[src/rtl/mem_access_unit.sv]
// Sequencer between the CPU load/store port and a registered-read data memory.
// Each request gets one memory cycle; byte and halfword load results are extended.
//
// state | meaning
// IDLE  | waiting for req; latches the access when req is sampled
// ISSUE | one-cycle memory strobe (m_sel with m_ld or m_str)
// RESP  | memory read data valid; rdata is registered at the end of this cycle
// DONE  | done pulse, with err if the access faulted
module mem_access_unit #(
  parameter int ADDR_WIDTH = 12
) (
  input  logic                  clk,
  input  logic                  clr,
  input  logic                  req,
  input  logic                  wr,
  input  logic [1:0]            size,
  input  logic                  sext,
  input  logic [ADDR_WIDTH-1:0] addr,
  input  logic [31:0]           wdata,
  output logic                  busy,
  output logic                  done,
  output logic                  err,
  output logic [31:0]           rdata,
  output logic [ADDR_WIDTH-1:0] m_addr,
  output logic [31:0]           m_din,
  output logic [1:0]            m_mode,
  output logic                  m_str,
  output logic                  m_ld,
  output logic                  m_sel,
  input  logic [31:0]           m_dout
);

  typedef enum logic [1:0] {IDLE, ISSUE, RESP, DONE} state_t;

  state_t                state_q, state_d;
  logic                  wr_q, sext_q, fault_q;
  logic [1:0]            size_q;
  logic [ADDR_WIDTH-1:0] addr_q;
  logic [31:0]           wdata_q, rdata_q, load_ext;
  logic                  fault_in;

  // Misaligned halfword/word or reserved size: completes without touching memory.
  assign fault_in = (size == 2'b11) ||
                    ((size == 2'b01) && addr[0]) ||
                    ((size == 2'b10) && (addr[1:0] != 2'b00));

  always_ff @(posedge clk) begin
    if (clr) state_q <= IDLE;
    else     state_q <= state_d;
  end

  always_comb begin
    state_d = state_q;
    case (state_q)
      IDLE:    if (req) state_d = fault_in ? DONE : ISSUE;
      ISSUE:   state_d = wr_q ? DONE : RESP;
      RESP:    state_d = DONE;
      DONE:    state_d = IDLE;
      default: state_d = IDLE;
    endcase
  end

  always_comb begin
    load_ext = m_dout;
    case (size_q)
      2'b00:   load_ext = {{24{sext_q & m_dout[7]}},  m_dout[7:0]};
      2'b01:   load_ext = {{16{sext_q & m_dout[15]}}, m_dout[15:0]};
      default: load_ext = m_dout;
    endcase
  end

  always_ff @(posedge clk) begin
    if (clr) begin
      wr_q    <= 1'b0;
      sext_q  <= 1'b0;
      fault_q <= 1'b0;
      size_q  <= 2'b00;
      addr_q  <= '0;
      wdata_q <= 32'h0;
      rdata_q <= 32'h0;
    end else begin
      if (state_q == IDLE && req) begin
        wr_q    <= wr;
        sext_q  <= sext;
        fault_q <= fault_in;
        size_q  <= size;
        addr_q  <= addr;
        wdata_q <= wdata;
      end
      if (state_q == RESP) rdata_q <= load_ext;
    end
  end

  assign busy   = (state_q != IDLE);
  assign done   = (state_q == DONE);
  assign err    = (state_q == DONE) && fault_q;
  assign rdata  = rdata_q;
  assign m_sel  = (state_q == ISSUE);
  assign m_ld   = (state_q == ISSUE) && !wr_q;
  assign m_str  = (state_q == ISSUE) && wr_q;
  assign m_addr = addr_q;
  assign m_din  = wdata_q;
  assign m_mode = size_q;

endmodule

[config.mk]
export PLATFORM = sky130hd
export DESIGN_NAME = mem_access_unit
export DESIGN_NICKNAME = d
export VERILOG_FILES = /design/src/rtl/mem_access_unit.sv
export SDC_FILE = /design/constraint.sdc
export NUM_CORES = 1
export LEC_CHECK = 0
export CORE_AREA = 2 2 94 96
export CTS_CLUSTER_SIZE = 40
export DETAILED_ROUTE_END_ITERATION = 10
export DIE_AREA = 0 0 96 98
export PLACE_DENSITY = 0.79
export REMOVE_ABC_BUFFERS = 1
export SKIP_CTS_REPAIR_TIMING = 1
export SLEW_MARGIN = 5
export SYNTH_ARGS = -nofsm -noshare
export SYNTH_HDL_FRONTEND = slang
export SYNTH_SLANG_ARGS = --single-unit
[constraint.sdc]
create_clock -name clk -period 2.1 [get_ports clk]
set_clock_uncertainty 0.1 [all_clocks]
set_input_delay 0.42 -clock clk [delete_from_list [all_inputs] [get_ports clk]]
set_output_delay 0.42 -clock clk [all_outputs]
set_load 0.01 [all_outputs]
==> qor.json <==
{
  "worst_hold_slack_ns": 0.337,
  "worst-endpoint-required_ns": 1.58,
  "rr_worst_depth": 5,
  "grt_antenna_before_repair": 0,
  "die_y_um": 98,
  "synth_area_leaders": "sky130_fd_sc_hd__dfxtp_1 (52%), sky130_fd_sc_hd__nand2_1 (14%), sky130_fd_sc_hd__a21oi_1 (7.7%)",
  "dp_hpwl_um": 6520,
  "cts_made_buffers": 9,
  "dr_total_vias": 3107,
  "ys_warn_count": 0,
  "wl_per_cell_um": 13.8,
  "die_w_um": 96,
  "synth_sequential_area_ratio_pct": 51.9,
  "number_of_flops_mapped_to_enable_cells_by_yosys": 0,
  "grt_max_degree": 51,
  "syn_area_sq_mm": 0.00320,
  "power_density_over_the_cells_mw_per_mm2": 1110,
  "ios": 167,
  "synth.cells.most_frequent": "sky130_fd_sc_hd__nand2_1 (122), sky130_fd_sc_hd__dfxtp_1 (83), sky130_fd_sc_hd__a21oi_1 (49)",
  "area_growth_pct": 61.8,
  "setup_viol_count_final": 0,
  "detail_route.wirelength_um": 8920,
  "placeableCoreArea_sq_mm": 0.00847,
  "worst_skew_pair.late_latency_ns": 0.33,
  "critical-path-slowest-cell": "sky130_fd_sc_hd__clkdlybuf4s50_1",
  "synth_async_sr_flop_share_pct": 0,
  "cp_max_fo": 5,
  "hold_path_startpoint": "clr",
  "placementRows": 34,
  "synthFlopType": "sky130_fd_sc_hd__dfxtp_1",
  "io_buffer_count": 166,
  "final_ant_viol_nets": 0,
  "antenna_cells_inserted": 0,
  "p_leak_nw": 1.92,
  "regToRegStartpoint": "state_q[0]$_SDFFE_PP0P_",
  "grt_pass1_wl_um": 14400,
  "finalMaxSlewViolations": 0,
  "synth_cells": 374,
  "timing_worst_setup_path_type": "flip-flop to output pin",
  "cp_slowest_stage_delay_ns": 0.53,
  "final_critical_path_setup_slack_ns": 0.0950,
  "critical_path.endpoint_type": "output pin",
  "clk_pin_slew_worst_paths_ns": 0.08,
  "die_area_sq_mm": 0.00941,
  "synth_cell_type_count": 26,
  "startpoint_type": "flip-flop",
  "tightest_slew_ns": 0.443,
  "post-place-ws_ns": 0.205,
  "floorplan.initialDensity_pct": 37.8,
  "layout_worst_path_cycle_share_pct": 95.5,
  "total_number_of_h_tree_levels": 3,
  "dp_cells": 631,
  "fin_cells": 646,
  "route.detailed.vias_per_inst": 4.81,
  "startpoint": "state_q[1]$_SDFFE_PP0P_",
  "gr-usage-all-layers_pct": 19.0,
  "nets": 622,
  "netlist.top_cell.by_area": "sky130_fd_sc_hd__dfxtp_1",
  "vias_in_the_first_global_route": 3155,
  "tritoncts_clock_tree": "yes",
  "cts_max_path_buffers": 2,
  "globalplace.congestion": 0.796,
  "final-hold-violation-count": 0,
  "drtIter0Drc": 126,
  "ir_drop_mv": 0.482,
  "timing.critical_path.cells": "inv_2, ha_2, clkdlybuf4s50_1",
  "yosys_register_bits": 83,
  "ratio_of_cells_with_drive_above_1_in_the_final_layout_pct": 9.85,
  "clock_sinks": 83,
  "grt_overflow": 0,
  "synth.most_common_cell": "sky130_fd_sc_hd__nand2_1",
  "cts_root_buffer": "sky130_fd_sc_hd__clkbuf_8",
  "critPathArrivalTime_ns": 1.48,
  "worst_hold_path_type": "primary input to flip-flop",
  "synth.top_cell.area_share_pct": 51.9,
  "status": "finished clean",
  "rsz0062_at_grt": "no",
  "maxCapViolCount": 0,
  "final.min_clock_period_ns": 2.00,
  "timing.hold.worst_path_depth": 2,
  "fmaxAchievable_mhz": 499,
  "post-route-drc-count": 0,
  "average_cell_area_after_synthesis_sq_um": 8.56,
  "maxSlewHeadroom_pct": 70.5,
  "detail_route.first_pass.iterations": 4
}
-- power breakdown --
part | internal [mW] | switching, mW
registers | 1.96 | 0.222
clock network | 0.608 | 0.522
logic | 1.26 | 1.17
-- critical path: cells and delay by family (launching register included) --
family | cells | cell delay [ns]
adder cells (fa/ha/maj) | 1 | 0.18
flip-flops | 1 | 0.37
buffers and inverters | 2 | 0.61
-- per-layer routing --
layer | part of all wire [%] | global-route usage (%) | up-vias
li1 | - | - | 1545
met1 | 40 | 21.5 | 1431
met2 | 49 | 32.1 | 121
met3 | 10 | 7.79 | 10
met4 | 1.2 | 6.04 | 0
met5 | 0 | 0 | -
-- path summary, 6_finish.rpt --
path / to / slack (ns)
max: m_sel / 0.1
max reg2reg: rdata[7]$_SDFFE_PP0N_ / 0.51
min reg2reg: m_din[11]$_SDFFE_PP0P_ / 0.35
min: rdata[0]$_SDFFE_PP0N_ / 0.34
-- stage by stage --
stage / util (%) / instance area, sq um / total power, mW / TNS, ns
2_1_floorplan: - / 3070 / 3.33 / 0
5_1_grt: 61.2 / 5180 / 6.12 / 0
3_3_place_gp: 58.6 / 4960 / 4.56 / 0
3_5_place_dp: 58.6 / 4960 / 4.66 / 0
6_report: 61.2 / 5180 / 5.75 / 0
4_1_cts: 60.9 / 5160 / 5.80 / -0.383
-- layout by cell type (no fill, tap or decap), drive strengths merged --
cell type and count:
nor2b 2, clkdlybuf4s50 161, dlymetal6s2s 4, clkbuf 13, inv 5, o31a 1, nor2 32, nand3b 1
a211oi 24, dfxtp 83, o31ai 1, mux2i 10, nor3 2, nand2b 1, o21ai 1, nand2 122
and2 3, a21oi 49, bufinv 1, or2 2, o41a 1, clkinv 1, buf 11, o32ai 1
ha 5, a221oi 1
-- cell families (layout without fill, tap and decap cells) --
logic type,Yosys count,after routing,synth area share [%]
buf+inv,32,196,4.57
compound gates,79,79,18.3
mux,10,10,3.13
simple gates,165,165,20.2
fa+ha+maj,5,5,1.95
flops,83,83,51.9
-- state kept, by name, indices dropped and copies added, names as in the netlist --
register,cells
m_mode,2
m_addr,12
rdata,32
m_din,32
sext_q,1
wr_q,1
state_q,2
fault_q,1
-- final cells by class --
class,instances,area (sq um)
fill,738,3290
clock buffer,13,159
inverter,5,18.8
sequential,83,1670
tap,108,135
clock inverter,2,35.0
multi-input combinational,259,1400
timing repair buffer,176,1770
No activity file was read; power rests on OpenSTA's default activity.
